### config.mk
export PLATFORM = sky130hd
export DESIGN_NAME = irq_ctrl
export DESIGN_NICKNAME = d
export VERILOG_FILES = /design/src/rtl/irq_ctrl_pkg.sv /design/src/rtl/irq_lat_cnt.sv /design/src/rtl/irq_ctrl.sv
export SDC_FILE = /design/constraint.sdc
export NUM_CORES = 1
export LEC_CHECK = 0
export ABC_AREA = 1
export BUFFER_PORTS_ARGS = -buffer_cell sky130_fd_sc_hd__buf_2
export CORE_ASPECT_RATIO = 1.1
export CORE_UTILIZATION = 30
export DETAILED_ROUTE_END_ITERATION = 8
export PLACE_DENSITY = 0.62
export SLEW_MARGIN = 20
export SYNTH_ARGS = -nofsm -noshare
export SYNTH_HDL_FRONTEND = slang
export SYNTH_SLANG_ARGS = --single-unit
### constraint.sdc
create_clock -name clk -period 1.4 [get_ports clk]
set_input_delay 0.07 -clock clk [delete_from_list [all_inputs] [get_ports clk]]
set_output_delay 0.07 -clock clk [all_outputs]
set_load 0.05 [all_outputs]
### src/rtl/irq_ctrl_pkg.sv
// Shared types and constants for the interrupt/exception controller.
//   state_t : controller FSM states
//   cause_t : why the current redirect was taken
//   VEC_*_DEF : default handler addresses
//   epc_for() : return address to save for a given cause
// Optional feature macro used by the RTL: IRQ_CTRL_LATENCY_STAT_EN
package irq_ctrl_pkg;

   typedef enum logic [1:0] {
      ST_IDLE    = 2'd0,
      ST_WAIT    = 2'd1,
      ST_TAKE    = 2'd2,
      ST_HANDLER = 2'd3
   } state_t;

   typedef enum logic {
      CAUSE_IRQ = 1'b0,
      CAUSE_EXC = 1'b1
   } cause_t;

   localparam logic [31:0] VEC_IRQ_DEF = 32'h8000_0004;
   localparam logic [31:0] VEC_EXC_DEF = 32'h8000_0008;

   // An interrupt re-executes the instruction in ID; an exception skips it.
   // The subtraction wraps modulo 2^32 by construction.
   function automatic logic [31:0] epc_for(input cause_t cause, input logic [31:0] pc4);
      return (cause == CAUSE_IRQ) ? (pc4 - 32'd4) : pc4;
   endfunction

endpackage

### src/rtl/irq_lat_cnt.sv
// Interrupt deferral latency statistic.
// Counts the cycles the controller spends in WAIT and keeps the largest
// count seen when an interrupt is finally taken from WAIT.
// Ports:
//   clk, reset_b      : clock, async active-low reset
//   wait_entry        : the next edge moves the FSM into WAIT
//   in_wait           : the FSM is in WAIT this cycle
//   take_from_wait    : the next edge moves the FSM from WAIT into TAKE
//   irq_lat_max[15:0] : largest WAIT residency observed, in cycles
module irq_lat_cnt (
   input  logic        clk,
   input  logic        reset_b,
   input  logic        wait_entry,
   input  logic        in_wait,
   input  logic        take_from_wait,
   output logic [15:0] irq_lat_max
);

   logic [15:0] cnt;
   logic [15:0] cnt_inc;

   // cnt_inc already includes the current WAIT cycle, so on exit it equals
   // the number of cycles spent in WAIT.
   assign cnt_inc = (cnt == 16'hFFFF) ? cnt : cnt + 16'd1;

   always_ff @(posedge clk or negedge reset_b) begin
      if (!reset_b) begin
         cnt         <= '0;
         irq_lat_max <= '0;
      end else begin
         if (wait_entry)
            cnt <= '0;
         else if (in_wait)
            cnt <= cnt_inc;
         if (take_from_wait && (cnt_inc > irq_lat_max))
            irq_lat_max <= cnt_inc;
      end
   end

endmodule

### src/rtl/irq_ctrl.sv
// Interrupt / exception redirect controller for the in-order pipeline.
// Waits for a safe point in ID, issues a one-cycle redirect + flush, saves
// the return address and tracks handler (kernel) mode.
// Optional build macro: IRQ_CTRL_LATENCY_STAT_EN adds irq_lat_max.
// Ports:
//   clk, reset_b  : clock, async active-low reset
//   irq_req       : level interrupt from the timer
//   exc_req       : undefined-instruction flag for the instruction in ID
//   id_pc4        : PC+4 of the instruction in ID
//   id_valid      : ID holds a real instruction
//   stall         : load-use bubble this cycle
//   br_busy       : branch/jump unresolved in ID or EX
//   eret          : ID decodes return-from-handler
//   take, flush   : one-cycle redirect / pipeline flush pulse
//   vector        : redirect target, zero outside the pulse
//   irq_ack       : one-cycle pulse clearing the timer pending bit
//   epc           : saved return address
//   kernel        : handler mode
//   dbl_fault     : sticky, exception raised while in handler mode
//   irq_lat_max   : (macro only) longest deferral in WAIT, in cycles
//
// state   | meaning
// --------+-----------------------------------------------------------
// IDLE    | user mode, nothing pending
// WAIT    | interrupt pending, waiting for a safe instruction in ID
// TAKE    | redirect/flush pulse cycle, epc already loaded
// HANDLER | kernel mode; irq masked, leaves on eret
module irq_ctrl
   import irq_ctrl_pkg::*;
#(
   parameter logic [31:0] VEC_IRQ = VEC_IRQ_DEF,
   parameter logic [31:0] VEC_EXC = VEC_EXC_DEF
) (
   input  logic        clk,
   input  logic        reset_b,
   input  logic        irq_req,
   input  logic        exc_req,
   input  logic [31:0] id_pc4,
   input  logic        id_valid,
   input  logic        stall,
   input  logic        br_busy,
   input  logic        eret,
   output logic        take,
   output logic [31:0] vector,
   output logic        flush,
   output logic        irq_ack,
   output logic [31:0] epc,
   output logic        kernel,
   output logic        dbl_fault
`ifdef IRQ_CTRL_LATENCY_STAT_EN
  ,output logic [15:0] irq_lat_max
`endif
);

   state_t state, state_nxt;
   cause_t cause, cause_nxt;
   logic   safe;
   logic   exc_hit;
   logic   eret_hit;

   assign safe     = id_valid & ~stall & ~br_busy;
   assign exc_hit  = exc_req & id_valid & ~stall;
   assign eret_hit = eret & id_valid & ~stall;

   always_ff @(posedge clk or negedge reset_b) begin
      if (!reset_b) begin
         state     <= ST_IDLE;
         cause     <= CAUSE_IRQ;
         epc       <= '0;
         kernel    <= 1'b0;
         dbl_fault <= 1'b0;
      end else begin
         state <= state_nxt;
         cause <= cause_nxt;
         if (state_nxt == ST_TAKE)
            epc <= epc_for(cause_nxt, id_pc4);
         if (state == ST_TAKE)
            kernel <= 1'b1;
         else if ((state == ST_HANDLER) && eret_hit)
            kernel <= 1'b0;
         if ((state == ST_HANDLER) && exc_req && id_valid)
            dbl_fault <= 1'b1;
      end
   end

   always_comb begin
      state_nxt = state;
      cause_nxt = cause;
      case (state)
         ST_IDLE, ST_WAIT: begin
            if (exc_hit) begin
               state_nxt = ST_TAKE;
               cause_nxt = CAUSE_EXC;
            end else if (irq_req && safe) begin
               state_nxt = ST_TAKE;
               cause_nxt = CAUSE_IRQ;
            end else if (irq_req) begin
               state_nxt = ST_WAIT;
            end else begin
               state_nxt = ST_IDLE;
            end
         end
         ST_TAKE:    state_nxt = ST_HANDLER;
         ST_HANDLER: if (eret_hit) state_nxt = ST_IDLE;
         default:    state_nxt = ST_IDLE;
      endcase
   end

   // Pulse outputs decode the state register directly, so an async reset
   // during TAKE kills them in the same cycle.
   always_comb begin
      take    = (state == ST_TAKE);
      flush   = take;
      irq_ack = take && (cause == CAUSE_IRQ);
      vector  = '0;
      if (take)
         vector = (cause == CAUSE_EXC) ? VEC_EXC : VEC_IRQ;
   end

`ifdef IRQ_CTRL_LATENCY_STAT_EN
   logic wait_entry;
   logic in_wait;
   logic take_from_wait;

   assign in_wait        = (state == ST_WAIT);
   assign wait_entry     = !in_wait && (state_nxt == ST_WAIT);
   assign take_from_wait = in_wait && (state_nxt == ST_TAKE);

   irq_lat_cnt u_lat_cnt (
      .clk            (clk),
      .reset_b        (reset_b),
      .wait_entry     (wait_entry),
      .in_wait        (in_wait),
      .take_from_wait (take_from_wait),
      .irq_lat_max    (irq_lat_max)
   );
`endif

endmodule

After elaboration in Yosys (flattened, before gate mapping):

Index checks and enable logic that the tools add are counted.

* register bits: 37
* bits in latches: 0
* memory bits (writable): 0
* memory bits (read-only): 0
* input bits: 40
* output and inout port bits: 69
* logic and storage cells: 40
* memories kept: 0

* add/sub/neg operators: 1
* $mul: 0
* divide/modulo/power cells: 0
* magnitude comparators: 0
* eq/ne operators: 4
* shifts and indexed selects: 0
* mux-type cells: 13
* bitwise logic cells: 9
* reduce and logical (&&, ||, !) cells: 8

Operators with widths (number)
* $mux W32: 2
* $sub A32 B3 Y32 const B: 1
* $and A1 B1 Y1: 6
* $eq A2 B2 Y1 const B: 3
* $mux W1: 6
* $mux W2: 3
* $pmux W2 S3: 1
* $logic_and A1 B1 Y1: 5
* $mux W4: 1
* $not A1 Y1: 3
* $eq A2 B1 Y1 const B: 1
* $logic_not A2 Y1: 1
* $reduce_bool A2 Y1: 1
* $reduce_or A2 Y1: 1

Depth between registers and ports, before layout:

Gate-level depths: netlist of the first run.

* depth after elaboration: 8
* depth in mapped cells: 11
* mapped depth without buffers: 11

Worst setup path after synthesis of the first run:

Ideal clock, no wire load.

* path type: reg2out
* start: reg state[1]
* end: out vector[2]
* arrival time: 2472 ps
* data required time: 1330 ps
* setup slack: -1142 ps
* cell stages (with the launch flop): 6
* path buffers: 1
* cells stage by stage: dfrtp_1 -> inv_2 -> nor2_1 -> inv_1 -> nor2_1 -> buf_4

* longest elaborated chain between the ends: 2

Ends and longest elaborated chain
* start: declaration: line irq_ctrl.sv:55 `state_t state, state_nxt;`
* start signal: assignment: line irq_ctrl.sv:73 `state <= state_nxt;`
* $eq A2 B2 Y1: line irq_ctrl.sv:112 `take = (state == ST_TAKE);`
* net flush: line irq_ctrl.sv:45 `output logic flush,`
* $mux W32: line irq_ctrl.sv:116 `if (take)`
* end: declaration: line irq_ctrl.sv:44 `output logic [31:0] vector,`

The timed path passes the listed nets, and every way through them passes these cells.

Final worst setup path of the first run:

* start: reg state[1]
* end: out irq_ack

* longest elaborated chain between the ends: 2

Ends and longest elaborated chain
* $eq A2 B2 Y1: line irq_ctrl.sv:112
* $logic_and A1 B1 Y1: line irq_ctrl.sv:114 `irq_ack = take && (cause == CAUSE_IRQ);`
* end: declaration: line irq_ctrl.sv:46 `output logic irq_ack,`

Every way passes these cells.

==> results.py, run 1 <==
metrics = {
    "detailed_routing": {
        "routed_wl_um": 7860,
        "vias": 2860,
        "drc": 0,
        "drtIter0Drc": 115,
        "vias_per_cell": 4.59,
        "routedWlPerCell_um": 12.6,
        "ant_nets": 0,
        "drt_pre_antenna_iters": 4,
    },
    "synthesis": {
        "synth_flop_cell": "dfrtp_1",
        "yosys_warnings": 0,
        "ys_seq_area_share_pct": 33.4,
        "async_reset_ff_share_pct": 100,
        "synth_area_mm2": 0.00278,
        "ys_types": 29,
        "synth_edf_count": 0,
        "ys_ff_latch": 37,
        "syn_avg_cell_area_um2": 6.72,
        "synthCells": 413,
    },
    "sta": {
        "setup_viol": 0,
        "finalCritPeriodShare_pct": 100,
        "slew_viol_final": 0,
        "min_period_ps": 1400,
        "hold_viol_final": 0,
        "grt_setup_unrepaired": "true",
        "fin_skew_ps": 4.91,
        "timing.fmax_mhz": 714,
    },
    "setup_path": {
        "path_max_fanout": 4,
        "timing.rr.start": "state[1]",
        "worstPathArrival_ps": 1330,
        "cp_slowest_stage_delay_ps": 390,
        "end_kind": "output port",
        "cpMaxStageDelayCell": "dfrtp_2",
        "start_kind": "flip-flop",
        "critPathLaunch": "state[1]",
        "crit_chain": "inv_2 > buf_4 > nor2_4 > inv_4 > nor2_4 > buf_6",
        "critPathKind": "flip-flop to output port",
        "cp_common_cell": "nor2_4",
        "crit_required_ps": 1330,
    },
    "worst_hold_path": {
        "hp-start": "exc_req",
        "hp-class": "primary input to flip-flop",
    },
    "pwr": {
        "switching_share_pct": 56.9,
        "switchingPower_uw": 3780,
        "pwr-share-comb_pct": 60.9,
        "p_total_uw": 6650,
        "p_leak_uw": 0.00179,
        "pwr-share-clk_pct": 11.0,
        "vdd_drop_max_uv": 525,
        "power_density_mw_per_mm2": 1900,
        "p_seq_share_pct": 28.0,
        "p_int_uw": 2870,
    },
    "global_routing": {
        "grt_overflow": 0,
        "grt_max_degree": 38,
        "grt_pass1_wl_um": 12600,
        "grt_use_total_pct": 16.7,
        "grt_pass1_vias": 2612,
        "antenna_found_initial": 0,
    },
    "placed_design": {
        "placed_area_mm2": 0.00330,
        "io_buffers": 79,
        "gp_congestion": 0.879,
        "dp_hpwl_um": 6070,
    },
    "clock_tree": {
        "htree_levels": 2,
        "clkSinkCount": 37,
        "root_buffer": "clkbuf_8",
        "cts_tree": "built",
        "clkLatencyLatePin_ps": 290,
        "cts_buffers": 5,
        "clockBufferDepth": 2,
        "clk_pin_slew_ps": 70,
    },
    "final_layout": {
        "area_growth_pct": 25.9,
        "fill_cells": 972,
        "layout-drive-gt1-share_pct": 26.1,
        "design_area_mm2": 0.00349,
        "fin_nets": 549,
        "diodes": 0,
    },
    "die": {
        "start_util_pct": 31.1,
        "die_y_um": 103,
        "ioPinCount": 109,
        "die_w_um": 93.7,
        "dieArea_mm2": 0.00964,
        "num_rows": 36,
        "core_area_mm2": 0.00892,
    },
    "status": {
        "status": "complete, no violations",
    },
    "run": {
        "cap_violations": 0,
    },
}
sequential cells by signal (all words and copies together), names as in the netlist:
register / count
cause: 1
dbl_fault: 1
epc: 32
kernel: 1
state: 2
final timing paths:
path	slack [ps]	to	cells past startpoint
setup / recovery	0.4	irq_ack	6
hold / removal	50	dbl_fault	3
setup reg to reg	30	epc[17]	7
hold reg to reg	470	epc[16]	2
max in group asynchronous	930	state[1]	3
min in group asynchronous	270	epc[27]	3
synthesized netlist by cell type, types with 4 or more instances:
| library cell | count | area (µm²) |
|---|---|---|
| a31oi_1 | 8 | 50.1 |
| buf_2 | 5 | 25.0 |
| buf_4 | 35 | 263 |
| buf_6 | 4 | 45.0 |
| dfrtp_1 | 37 | 926 |
| inv_1 | 23 | 86.3 |
| nand2_1 | 155 | 582 |
| nand3_1 | 33 | 165 |
| nand4_1 | 16 | 100 |
| nor2_1 | 54 | 203 |
| nor2_2 | 6 | 37.5 |
| o21bai_1 | 7 | 52.6 |
| xnor2_1 | 5 | 43.8 |
| xor2_1 | 4 | 35.0 |
cell families (layout without fill, tap and decap cells):
kind of cell	count (synthesis)	in the layout	synth area share (%)
simple gates	274	274	42.4
buf+inv	70	138	15.5
flops	37	37	33.4
compound gates	21	21	5.32
xor+xnor	9	9	2.84
fa+ha+maj	1	1	0.451
other cells	1	29	0.135
placed cells by master (no fill, tap or decap), types with 2 or more instances in the layout:
| cell type | count |
|---|---|
| xnor2_1 | 5 |
| conb_1 | 29 |
| clkinv_2 | 2 |
| nor3_1 | 2 |
| nor2_1 | 51 |
| buf_12 | 4 |
| dfrtp_1 | 36 |
| inv_1 | 22 |
| xor2_1 | 4 |
| o21bai_1 | 7 |
| nand2_2 | 2 |
| a31oi_1 | 8 |
| a21oi_1 | 2 |
| clkbuf_8 | 5 |
| a21oi_4 | 2 |
| nand4_1 | 16 |
| inv_2 | 3 |
| buf_6 | 4 |
| buf_4 | 17 |
| dlygate4sd3_1 | 3 |
| buf_2 | 76 |
| nor2_2 | 6 |
| nand2_1 | 154 |
| nor2_4 | 6 |
| nand3_1 | 32 |
layout make-up:
| class | count | area (µm²) | area share, % |
|---|---|---|---|
| Clock buffer | 6 | 72.6 | 2.08 |
| Clock inverter | 2 | 10.0 | 0.286 |
| Inverter | 26 | 100 | 2.86 |
| Multi-Input combinational cell | 334 | 1580 | 45.2 |
| Sequential cell | 37 | 927 | 26.5 |
| Tap cell | 114 | 143 | 4.08 |
| Timing Repair Buffer | 104 | 663 | 19.0 |
power by group through the flow:
stage	Clock [µW]	Sequential, µW	Combinational (µW)
floorplan	0	3520	1510
global placement	0	1860	3940
detailed placement	0	1890	3970
CTS	772	1870	4050
global route	829	1940	4340
finish	735	1870	4050
timing repair:
item	CTS	global route
endpoints found under the setup margin	5	29
hold buffers	3	0
gates resized for setup	8	6
hold endpoints to repair	39	0
pin swaps	2	2
buffers inserted	1	1
per-layer routing:
metal  vias up  track usage [%]  routed length (µm)
met3        13             3.02                 464
met5         -                0                   0
li1       1447                -                   -
met1      1312             20.6                3330
met4         0             4.85                 146
met2        88             29.6                3920
critical path: cells and delay by family (launching register included):
family        cells  cell delay [ps]
simple gates      2              220
buf+inv           4              430
flops             1              390
stage by stage:
stage          instances  setup slack (ps)  TNS [ps]  util (%)  hold slack, ps
5_1_grt              623             -66.9      -707      39.2            58.7
3_5_place_dp         610             -17.5     -21.8      37.1            56.5
4_1_cts              622              1.69         0      38.8            47.1
3_3_place_gp         610              8.06         0      37.1            50.3
6_report             623             0.402         0      39.2            50.6
2_1_floorplan        441              -123      -146         -            -226
Note: power is estimated with default switching activity, not from simulation.
==> run 2: changes to the inputs <==
GPL_ROUTABILITY_DRIVEN = 0   (was default)
PLACE_DENSITY = 0.6   (was 0.62)
clock period = 1.5 ns   (was 1.4 ns; I/O delays follow)
==> run 2 against run 1 <==
  * Die area is the same
  * Critical path depth grew 2
  * Sequential power shrank 7%
  * Sequential cell count is the same
  * Non-clock buffer count shrank 2
  * Design area grew 1.2%
  * Power shrank 2.7%
  * Clock-buffer cell count is the same
  * Sequential share of layout area shrank 0.31 points
  * Final cell count shrank 0.32%
  * Critical path type is now flip-flop to flip-flop
  * Largest cell class unchanged
==> results.py, run 2 (same netlist as run 1, synthesis figures left out) <==
metrics = {
    "detailed_routing": {
        "drc": 0,
        "vias": 2864,
        "drtIter0Drc": 147,
        "routedWlPerCell_um": 13.2,
        "routed_wl_um": 8190,
        "ant_nets": 0,
        "vias_per_cell": 4.61,
        "drt_pre_antenna_iters": 7,
    },
    "pwr": {
        "switchingPower_uw": 3620,
        "vdd_drop_max_uv": 517,
        "power_density_mw_per_mm2": 1830,
        "p_int_uw": 2850,
        "pwr-share-comb_pct": 62.3,
        "p_seq_share_pct": 26.8,
        "pwr-share-clk_pct": 10.9,
        "p_leak_uw": 0.00180,
        "switching_share_pct": 56.0,
    },
    "final_layout": {
        "diodes": 0,
        "largest_reg_flops": 32,
        "regMostFlops": "epc",
        "final_util_pct": 39.6,
        "top_regs": "epc (32), state (2)",
        "layout_commonest_cell": "nand2_1",
        "fill_cells": 954,
        "fin_nets": 547,
        "final_cell_mix": "155 x nand2_1, 79 x buf_2, 51 x nor2_1",
        "layout-drive-gt1-share_pct": 26.6,
        "area_growth_pct": 27.4,
        "finalNonFillerCells": 621,
    },
    "die": {
        "start_util_pct": 31.1,
        "die_y_um": 103,
        "core_area_mm2": 0.00892,
        "die_w_um": 93.7,
        "ioPinCount": 109,
        "dieArea_mm2": 0.00964,
        "num_rows": 36,
    },
    "global_routing": {
        "grt_max_degree": 41,
        "antenna_found_initial": 0,
        "grt_overflow": 0,
        "grt_use_total_pct": 16.1,
        "grt_pass1_vias": 2537,
        "grt_pass1_wl_um": 12200,
    },
    "placed_design": {
        "dp_cells": 604,
        "dp_hpwl_um": 5960,
        "pre_cts_ws_ps": 64.1,
        "io_buffers": 79,
    },
    "setup_path": {
        "end_kind": "flip-flop",
        "reg2reg_to": "epc[15]",
        "crit_required_ps": 1690,
        "ff2ff_setup_slack_ps": 30,
        "start_kind": "flip-flop",
        "worstPathArrival_ps": 1670,
        "timing.rr.start": "state[1]",
        "path_max_fanout": 18,
        "reg2regPathDepth": 8,
        "critPathKind": "flip-flop to flip-flop",
    },
    "clock_tree": {
        "cts_tree": "built",
        "clk_pin_slew_ps": 80,
        "clkSinkCount": 37,
        "clockBufferDepth": 2,
        "cts_buffers": 5,
        "clkLatencyLatePin_ps": 290,
        "root_buffer": "clkbuf_8",
        "htree_levels": 2,
    },
    "sta": {
        "hold_viol_final": 0,
        "slew_viol_final": 0,
        "holdWs_ps": 48.5,
        "fin_skew_ps": 7.26,
        "finalCritPeriodShare_pct": 98.3,
        "setup_viol": 0,
        "worst_slack_ps": 26.0,
        "grt_setup_unrepaired": "true",
        "setup_tns_ps": 0,
        "timing.fmax_mhz": 678,
        "min_period_ps": 1470,
    },
    "worst_hold_path": {
        "whs_path_depth": 3,
        "hold_end": "dbl_fault",
        "hp-start": "exc_req",
        "hp-class": "primary input to flip-flop",
    },
    "status": {
        "status": "complete, no violations",
    },
    "run": {
        "cap_violations": 0,
    },
}
-- run 2: how the worst max path moves through the flow --
stage / slack (ps) / depth (start not counted) / start / endpoint
final: 30 / 8 / state[1] / epc[15]
after global routing: -30 / 8 / state[1] / epc[28]
after CTS: 40 / 7 / state[1] / epc[4]
after detailed placement: 60 / 7 / state[1] / epc[4]
after global placement: 90 / 10 / id_pc4[2] / epc[22]
after floorplan: -30 / 5 / state[1] / vector[2]
-- run 2: power by group through the flow --
stage | logic [µW] | clock network (µW) | registers, µW
after floorplan | 1410 | 0 | 3280
after global placement | 3680 | 0 | 1730
after detailed placement | 3690 | 0 | 1750
after CTS | 3710 | 730 | 1730
after global routing | 4280 | 769 | 1800
final | 4030 | 707 | 1730
-- run 2: timing repair --
| item | CTS | global route |
|---|---|---|
| endpoints found under the setup margin | 0 | 12 |
| endpoints found under the hold margin | 18 | 0 |
| hold buffers | 3 | 0 |
| buffers inserted | 0 | 2 |
| gates resized for setup | 0 | 11 |
-- run 2: per-layer routing --
metal | vias to the layer above | share of wire (%) | GRT usage, %
met3 | 9 | 5.3 | 2.58
met1 | 1319 | 44 | 21.1
met2 | 95 | 49 | 27.5
li1 | 1441 | - | -
met4 | 0 | 1.7 | 4.73
met5 | - | 0 | 0
-- run 2: area by class of cell --
cell class,count,area (µm²),area share (%)
Timing Repair Buffer,102,687,19.4
Sequential cell,37,927,26.2
Tap cell,114,143,4.03
Inverter,26,100,2.83
Clock inverter,2,10.0,0.283
Multi-Input combinational cell,334,1600,45.2
Clock buffer,6,72.6,2.05
-- run 2: stage by stage --
step	instance area [µm²]	total power [µW]
after floorplan	2900	4690
after global placement	3230	5410
after detailed placement	3230	5440
after CTS	3350	6170
after global routing	3540	6850
final	3540	6470
-- run 2: critical path: stages, from the launching register on --
cell	delay, ps
dfrtp_2	440
inv_4	90
nand4_4	110
a21oi_4	190
buf_12	140
clkbuf_16	170
nand4_1	90
nand3_1	80
nand2_1	50
